===== config.mk =====
export PLATFORM = sky130hd
export DESIGN_NAME = pulse_train_generator
export DESIGN_NICKNAME = d
export VERILOG_FILES = /design/src/rtl/pulse_train_generator.sv
export SDC_FILE = /design/constraint.sdc
export NUM_CORES = 1
export LEC_CHECK = 0
export ABC_CLOCK_PERIOD_IN_PS = 2700
export BUFFER_PORTS_ARGS = -buffer_cell sky130_fd_sc_hd__buf_2
export CAP_MARGIN = 20
export CORE_MARGIN = 2
export CORE_UTILIZATION = 30
export CTS_BUF_LIST = sky130_fd_sc_hd__clkbuf_4 sky130_fd_sc_hd__clkbuf_8
export CTS_CLUSTER_DIAMETER = 40
export DETAILED_ROUTE_END_ITERATION = 8
export SYNTH_ARGS = -nofsm -noshare
export SYNTH_HDL_FRONTEND = slang
export SYNTH_SLANG_ARGS = --single-unit

===== constraint.sdc =====
create_clock -name clk -period 2.7 [get_ports clk]
set_input_delay 0.54 -clock clk [delete_from_list [all_inputs] [get_ports clk]]
set_output_delay 0.54 -clock clk [all_outputs]
set_load 0.02 [all_outputs]

===== src/rtl/pulse_train_generator.sv =====
// Pulse train generator.
// A one-cycle trigger starts a burst of PULSE_COUNT high phases, each
// PULSE_WIDTH cycles long, with GAP_WIDTH-cycle low phases between them.
// No gap follows the last pulse. A one-cycle done pulse marks normal
// completion.
//
// state | meaning
// IDLE  | waiting for a trigger; outputs low
// HIGH  | high phase of the current pulse
// GAP   | low phase between two pulses
module pulse_train_generator #(
  parameter int PULSE_WIDTH = 4,
  parameter int GAP_WIDTH   = 4,
  parameter int PULSE_COUNT = 3,
  parameter bit RETRIGGER   = 1'b0
) (
  input  logic clk,
  input  logic rst,
  input  logic trigger,
  input  logic abort,
  output logic output_level,
  output logic busy,
  output logic done
);

  localparam int MAX_LEN = (PULSE_WIDTH > GAP_WIDTH) ? PULSE_WIDTH : GAP_WIDTH;
  // A phase length of 1 would give a zero-width counter; keep at least one bit.
  localparam int PH_W = (MAX_LEN > 1) ? $clog2(MAX_LEN) : 1;
  localparam int PC_W = $clog2(PULSE_COUNT + 1);

  localparam logic [PH_W-1:0] PH_HIGH_LAST = PH_W'(PULSE_WIDTH - 1);
  localparam logic [PH_W-1:0] PH_GAP_LAST  = PH_W'(GAP_WIDTH - 1);
  localparam logic [PC_W-1:0] PC_LAST      = PC_W'(PULSE_COUNT - 1);

  typedef enum logic [1:0] {
    IDLE = 2'd0,
    HIGH = 2'd1,
    GAP  = 2'd2
  } state_t;

  state_t          state, state_next;
  logic [PH_W-1:0] phase_cnt, phase_next;
  logic [PC_W-1:0] pulse_cnt, pulse_next;
  logic            done_next;

  // Next-state and counter logic; abort wins over everything, then trigger.
  always_comb begin
    state_next = state;
    phase_next = phase_cnt;
    pulse_next = pulse_cnt;
    done_next  = 1'b0;
    if (abort) begin
      state_next = IDLE;
      phase_next = '0;
      pulse_next = '0;
    end else if (state == IDLE) begin
      if (trigger) begin
        state_next = HIGH;
        phase_next = '0;
        pulse_next = '0;
      end
    end else if (trigger && RETRIGGER) begin
      // Restart: the abandoned train never reports done.
      state_next = HIGH;
      phase_next = '0;
      pulse_next = '0;
    end else if (state == HIGH) begin
      if (phase_cnt == PH_HIGH_LAST) begin
        phase_next = '0;
        if (pulse_cnt == PC_LAST) begin
          state_next = IDLE;
          pulse_next = '0;
          done_next  = 1'b1;
        end else begin
          state_next = GAP;
          pulse_next = pulse_cnt + 1'b1;
        end
      end else begin
        phase_next = phase_cnt + 1'b1;
      end
    end else if (state == GAP) begin
      if (phase_cnt == PH_GAP_LAST) begin
        state_next = HIGH;
        phase_next = '0;
      end else begin
        phase_next = phase_cnt + 1'b1;
      end
    end else begin
      state_next = IDLE;
      phase_next = '0;
      pulse_next = '0;
    end
  end

  // State, counters and registered outputs; outputs are decoded from the
  // next state so they line up with the state register without extra delay.
  always_ff @(posedge clk or negedge rst) begin
    if (!rst) begin
      state        <= IDLE;
      phase_cnt    <= '0;
      pulse_cnt    <= '0;
      output_level <= 1'b0;
      busy         <= 1'b0;
      done         <= 1'b0;
    end else begin
      state        <= state_next;
      phase_cnt    <= phase_next;
      pulse_cnt    <= pulse_next;
      output_level <= (state_next == HIGH);
      busy         <= (state_next != IDLE);
      done         <= done_next;
    end
  end

endmodule


# Yosys cells after proc, flatten, opt, wreduce, memory -nomap -nowiden
# Index checks and enable logic that the tools add are counted.
# classes
n_addsub,2
eq_ne,8
n_mux,25
reduce_logical,3
# ops
operator,n
two-way mux 2 bit,20
"equality test 2 bit, second input constant",3
two-way mux 1 bit,5
"adder 2 x 1 -> 2 bit, second input constant",2
"equality test 2 x 1 -> 1 bit, second input constant",2
"inequality test 4 x 3 -> 1 bit, second input constant",1
"inequality test 4 bit, second input constant",1
"inequality test 3 bit, second input constant",1
AND reduction 3 bit,1
zero test 2 bit,1
nonzero test 2 bit,1
# word_totals
ff_bits,9
input_bits,4
output_inout_bits,3
elab_cells,44

# Depth between registers and ports, before layout
# Gate-level depths: netlist (run 1).
# depth
word_depth,7
depth_mapped,4
depth_no_buf,4

# Worst setup path after synthesis (run 1)
# OpenSTA, ideal clock, no wires.
# synth_path
path_kind,register to register
startpoint,register phase_cnt[0]
endpoint,register busy
setup_time_ns,0.124
arrival_ns,1.261
t_required_ns,2.576
slack_ns,1.315
stages_incl_launch_ff,5
path_buffers,0
period_less_slack_ns,1.385
path_cell_list,dfrtp_1 > ha_1 > and3b_1 > a32o_1 > or2_1
# synth_between
elab_chain_len,7
elab_cells_between_ends,8
classes_between,eq/ne (1); mux (6); reduce/logical (1)
# synth_rtl
element,line,rtl
"start, declared",42,"logic [PH_W-1:0] phase_cnt, phase_next;"
"start signal, assigned",107,phase_cnt <= phase_next;
equality test 2 bit (*),"68, 82",
two-way mux 2 bit,82,if (phase_cnt == PH_GAP_LAST) begin
two-way mux 2 bit,81,end else if (state == GAP) begin
two-way mux 2 bit (*),67,end else if (state == HIGH) begin
two-way mux 2 bit (*),56,end else if (state == IDLE) begin
two-way mux 2 bit (*),52,if (abort) begin
net state_next[1],41,"state_t state, state_next;"
nonzero test 2 bit (*),110,busy <= (state_next != IDLE);
"end signal, assigned",110,
"end, declared",22,"output logic busy,"
# The timed path passes the listed nets; every way through them passes the cells marked *.
# A chain may end at the register's enable or synchronous reset.

# Worst setup path in the final report (run 1)
# Same ends and word-level chain as after synthesis.

==> results by group, run 1 <==
Worst setup path
  – Worst reg2reg path depth: 4
  – Crit Path Max Fanout: 7
  – CP Data Arrival Time: 1.62 ns
  – Worst setup SP type: register
  – Critical Setup Path Class: reg -> reg
  – CP endpoint kind: register
  – Worst EP required: 2.84 ns

Global routing
  – Initial antenna violation count: 0
  – Remaining Overflow, GRT: 0
  – First-pass GRT wire length: 1310 um
  – Largest net degree at the start of global routing: 12
  – Vias in the first global route: 288
  – Tot GR Track Use: 10.1%

Clocking
  – CTS tree: done
  – Post-CTS setup buffers: 0
  – TritonCTS buffer count: 3
  – Worst skew pair latency: 0.26 ns
  – Post-CTS resize count: 0
  – Clock tree buffer depth: 2
  – Clock sinks: 9
  – H-Tree Depth: 1
  – Root buffer cell: clkbuf_4
  – Hold Buf Count CTS: 0
  – Clk pin slew, worst setup/hold paths: 0.06 ns

STA
  – Final cycle utilization of the critical path: 54.9%
  – Relative slew slack: 75.3%
  – Final hold vios: 0
  – Minimum clock period: 1.48 ns
  – Peak Freq: 674 MHz
  – Final setup violation count: 0
  – TNS Setup: 0 ns
  – Worst slew pin tran: 0.361 ns
  – RSZ-0062 raised after global routing: no
  – Max Slew Vio Count: 0
  – Worst Skew: 0.00827 ns
  – Post-route setup slack: 1.22 ns

Logic synthesis
  – Post-synthesis register bit count: 9
  – Seq/Total Area, Yosys: 48.8%
  – Area leader, netlist: dfrtp_1
  – Ys flop type: dfrtp_1
  – Post-synth EDFFs: 0
  – Synth Instances: 41
  – Syn avg cell area: 11.3 um^2
  – Post-synth ARST share: 100%
  – Post-Syn Area: 462 um^2
  – Post-synth top area share: 48.8%
  – Distinct cell type count after synthesis: 25
  – Top cells by area, synth: dfrtp_1 (49%), a2111oi_4 (6.0%), nand2b_1 (4.1%), nor2_1 (4.1%), ha_1 (2.7%)
  – Syn Nets: 46
  – Warnings from Yosys: 0

Placement
  – Pre-CTS setup slack: 1.25 ns
  – Area post-placement: 493 um^2
  – HPWL after DPL: 541 um
  – # port buffers: 6
  – GPL Wtd Cong: 0.726

Status
  – Status: completed

Finish
  – Post-Layout Inst Area: 523 um^2
  – Sequential cell area: 225 um^2
  – Fraction of layout cells with a size suffix above 1: 24.5%
  – Multi-input logic area: 206 um^2
  – Area growth from synthesis to layout: 13.3%
  – Final #Nets: 55
  – Antenna cells: 0
  – # fillers: 160

Pwr
  – Leak: 0.236 nW
  – Pwr dens: 541 nW/um^2
  – Design Power: 0.000283 W
  – Worst vdd ir: 0.000275 V

Floorplan
  – Chip width: 43.2 um
  – Total die area: 1870 um^2
  – FP Rows: 14
  – IO Pins: 7
  – Die H: 43.2 um
  – Starting density of the core: 31.4%
  – Core Box Area: 1470 um^2

Min path
  – Type of the most critical hold path: in -> async

Detailed routing
  – Wire per inst: 11.2 um
  – Antenna viol nets, final: 0
  – Final wirelength: 728 um
  – DRT iter0 DRCs: 6
  – Vias/cell: 4.83
  – DRT Pass-1 Iters: 2
  – Via count: 314
  – Detailed-route DRC error count: 0

Run
  – Number of max-cap violations: 0
==> cell usage in the layout (no fill, tap or decap), drive strengths merged <==
| cell | n |
|---|---|
| inv | 3 |
| nand2 | 1 |
| and3b | 1 |
| or3 | 1 |
| nor4b | 1 |
| o21ai | 1 |
| a21oi | 1 |
| xor2 | 1 |
| nor2 | 5 |
| a211oi | 1 |
| ha | 1 |
| a22oi | 1 |
| dfrtp | 9 |
| a221oi | 1 |
| buf | 6 |
| nor2b | 1 |
| o22ai | 1 |
| or2 | 1 |
| a32o | 1 |
| nor3 | 1 |
| nand4bb | 1 |
| nand2b | 3 |
| a2111oi | 2 |
| clkbuf | 4 |
==> routing by layer <==
| layer | part of all wire [%] | global-route usage, % | vias up |
|---|---|---|---|
| met1 | 54 | 14.4 | 141 |
| li1 | - | - | 164 |
| met2 | 38 | 11.0 | 7 |
| met3 | 5.9 | 5.11 | 2 |
| met5 | 0 | 0 | - |
| met4 | 1.5 | 7.27 | 0 |
==> stage by stage <==
step	util, %	hold slack (ns)	cells
finish	35.5	0.117	65
global route	35.5	0.116	65
CTS	35.5	0.111	65
detailed placement	33.5	0.403	61
global placement	33.5	0.405	61
floorplan	-	0.244	41
==> power breakdown <==
| group | switching, W | internal [W] | leakage, nW |
|---|---|---|---|
| registers | 0.00000507 | 0.000139 | 0.121 |
| clock network | 0.0000443 | 0.0000668 | 0.0184 |
| logic | 0.0000156 | 0.0000119 | 0.0971 |
==> synth_stat cells (3+ instances only) <==
cell	count
nor2_1	5
nand2b_1	3
inv_1	3
dfrtp_1	9
==> flip-flops by register name (all words and copies together), names as in the netlist <==
name / count
state: 2
phase_cnt: 2
pulse_cnt: 2
output_level: 1
busy: 1
done: 1
==> logic make-up after synthesis <==
group	after synthesis	share of synthesized area, %
AO/OA/AOI/OAI	9	18.7
XOR/XNOR	1	1.90
adder cells (fa/ha/maj)	1	2.71
buffers and inverters	5	6.50
flip-flops	9	48.8
AND/OR/NAND/NOR	16	21.4
==> critical path: stages (launching register included) <==
cell and delay, ns:
dfrtp_1 0.39, ha_1 0.31, and3b_1 0.21, a32o_1 0.26, or2_1 0.20
==> final timing paths <==
check	startpoint	to	slack [ns]
hold reg to reg	phase_cnt[0]	phase_cnt[0]	0.57
setup / recovery	phase_cnt[0]	busy	1.22
hold / removal	rst	done	0.12
max in group asynchronous	rst	busy	2.40
setup reg to reg	phase_cnt[0]	busy	1.22
min in group clk	abort	phase_cnt[1]	0.56
==> final cells by class <==
| cell class | instances | share of cell area [%] |
|---|---|---|
| timing repair buffer | 6 | 5.74 |
| sequential | 9 | 43.1 |
| tap | 16 | 3.83 |
| inverter | 3 | 2.15 |
| clock buffer | 4 | 5.74 |
| multi-input combinational | 27 | 39.5 |
Power figures use the tool's default switching activity.
==> run 2, diff against run 1 <==
Settings changed: ABC_CLOCK_PERIOD_IN_PS 2700 to 1350.
Clock period 2.7 ns to 1.35 ns, I/O delays scaled along.
==> run 2 against run 1 <==
Effect of this change: flip-flop and latch count did not move; via count rose by 7.6%; core utilization rose by 2.9 points; clock power rose by 96%; final area rose by 8.1%; critical endpoint unchanged; largest power group unchanged.
==> results by group, run 2 (same netlist as run 1, synthesis figures left out) <==
Clocking
  – Clk pin slew, worst setup/hold paths: 0.06 ns (about the same)
  – Clock tree buffer depth: 2 (unchanged)
  – Root buffer cell: clkbuf_4 (unchanged)
  – H-Tree Depth: 1 (unchanged)
  – CTS tree: done (unchanged)
  – Clock sinks: 9 (unchanged)
  – TritonCTS buffer count: 3 (unchanged)
  – Post-CTS resize count: 0 (unchanged)
  – Worst skew pair latency: 0.25 ns (was 0.26 ns)

Min path
  – Type of the most critical hold path: in -> reg (was in -> async)

Status
  – Status: completed (unchanged)

Pwr
  – Sw Pwr: 0.000129 W (was 0.0000650 W)
  – Gate power share: 12.0% (was 9.7%)
  – Switching part of the total: 22.5% (was 22.9%)
  – Int Power: 0.000444 W (was 0.000218 W)
  – Leak: 0.259 nW (was 0.236 nW)
  – Design Power: 0.000572 W (was 0.000283 W)
  – Worst vdd ir: 0.000492 V (was 0.000275 V)
  – Pwr dens: 1010 nW/um^2 (was 541 nW/um^2)
  – Clock share of power: 38.1% (was 39.2%)
  – Flop pwr share: 49.9% (was 51.1%)

Finish
  – # fillers: 161 (was 160)
  – Antenna cells: 0 (unchanged)
  – Sequential cell area: 225 um^2 (unchanged)
  – Multi-input logic area: 209 um^2 (was 206 um^2)
  – Commonest non-fill, non-tap cell in the layout: dfrtp_1 (unchanged)
  – Final #Nets: 60 (was 55)
  – Final non-filler cell total: 70 (was 65)
  – Area growth from synthesis to layout: 22.5% (was 13.3%)
  – Largest registers: phase_cnt: 2 flops, pulse_cnt: 2 flops, state: 2 flops (unchanged)
  – Most frequent cells in the layout: dfrtp_1 (9), buf_2 (6), nor2_1 (5), clkbuf_4 (4), buf_4 (4) (was dfrtp_1 (9), buf_2 (6), nor2_1 (5), clkbuf_4 (4))
  – Fraction of layout cells with a size suffix above 1: 31.5% (was 24.5%)
  – Post-Layout Inst Area: 566 um^2 (was 523 um^2)

Detailed routing
  – Antenna viol nets, final: 0 (unchanged)
  – DRT Pass-1 Iters: 3 (was 2)
  – Vias/cell: 4.83 (about the same)
  – Detailed-route DRC error count: 0 (unchanged)
  – Wire per inst: 11.3 um (was 11.2 um)
  – Via count: 338 (was 314)
  – DRT iter0 DRCs: 2 (was 6)
  – Final wirelength: 789 um (was 728 um)

Global routing
  – First-pass GRT wire length: 1260 um (was 1310 um)
  – Initial antenna violation count: 0 (unchanged)
  – Remaining Overflow, GRT: 0 (unchanged)
  – Largest net degree at the start of global routing: 10 (was 12)
  – Vias in the first global route: 291 (was 288)
  – Tot GR Track Use: 9.40% (was 10.1%)

STA
  – Worst Skew: 0.00797 ns (was 0.00827 ns)
  – Worst slew pin tran: 0.336 ns (was 0.361 ns)
  – Post-route setup slack: 0.0479 ns (was 1.22 ns)
  – Relative slew slack: 77.1% (was 75.3%)
  – TNS Setup: 0 ns (unchanged)
  – Final cycle utilization of the critical path: 96.5% (was 54.9%)
  – Max Slew Vio Count: 0 (unchanged)
  – Final hold vios: 0 (unchanged)
  – Peak Freq: 768 MHz (was 674 MHz)
  – Final setup violation count: 0 (unchanged)
  – Minimum clock period: 1.30 ns (was 1.48 ns)
  – RSZ-0062 raised after global routing: no (unchanged)

Floorplan
  – Core Box Area: 1470 um^2 (unchanged)
  – Total die area: 1870 um^2 (unchanged)
  – Starting density of the core: 31.4% (unchanged)
  – IO Pins: 7 (unchanged)
  – Die H: 43.2 um (unchanged)
  – Chip width: 43.2 um (unchanged)
  – FP Rows: 14 (unchanged)

Placement
  – HPWL after DPL: 628 um (was 541 um)
  – Area post-placement: 526 um^2 (was 493 um^2)
  – Pre-CTS setup slack: 0.0384 ns (was 1.25 ns)
  – # port buffers: 6 (unchanged)
  – GPL Wtd Cong: 0.760 (was 0.726)
  – Placed insts: 65 (was 61)

Worst setup path
  – Crit Path Max Fanout: 5 (was 7)
  – CP Data Arrival Time: 1.44 ns (was 1.62 ns)
  – Worst setup SP type: register (unchanged)
  – Worst EP required: 1.49 ns (was 2.84 ns)
  – CP endpoint kind: register (unchanged)
  – Critical Setup Path Class: reg -> reg (unchanged)

Run
  – Number of max-cap violations: 0 (unchanged)
run 2: power groups by stage:
stage,logic (W),registers [W],clock network [W]
4_1_cts,0.0000695,0.000285,0.000229
2_1_floorplan,0.0000383,0.000294,0
6_report,0.0000687,0.000285,0.000218
3_5_place_dp,0.0000668,0.000291,0
5_1_grt,0.0000762,0.000286,0.000251
3_3_place_gp,0.0000665,0.000290,0
run 2: path summary, 6_finish.rpt:
| path | startpoint | end | slack (ns) | depth (start not counted) |
|---|---|---|---|---|
| setup reg to reg | phase_cnt[0] | busy | 0.05 | 4 |
| max in group asynchronous | rst | phase_cnt[0] | 0.78 | 2 |
| min in group asynchronous | rst | output_level | 0.39 | 2 |
| setup / recovery | phase_cnt[0] | busy | 0.05 | 4 |
| hold / removal | abort | state[0] | 0.30 | 2 |
| hold reg to reg | pulse_cnt[1] | done | 0.57 | 2 |
run 2: cell type report:
| type | count | area share, % |
|---|---|---|
| clock buffers | 4 | 5.31 |
| repair buffers | 11 | 12.4 |
| multi-input cells | 27 | 36.9 |
| flip-flops and latches | 9 | 39.8 |
| well taps | 16 | 3.54 |
| inverters | 3 | 1.99 |
run 2: critical path, stage by stage, from the launching register on:
cell and delay, ns:
dfrtp_1 0.38, ha_2 0.21, and3b_1 0.16, a32o_1 0.25, or2_1 0.20
run 2: what timing repair did:
action | CTS | global route
hold buffers | 1 | 0
setup buffers | 0 | 0
setup endpoints to repair | 0 | 0
endpoints found under the hold margin | 9 | 0
run 2: per-layer routing:
layer	wire (um)	global-route usage [%]	vias up
met2	345	12.5	6
met3	46	4.26	0
li1	-	-	175
met4	0	3.64	0
met1	397	13.1	157
met5	0	0	-
run 2: through the flow:
step,hold slack (ns),util [%]
after CTS,0.287,38.4
after global routing,0.289,38.4
after detailed placement,0.128,35.7
after global placement,0.123,35.7
final,0.299,38.4
after floorplan,-0.0256,-
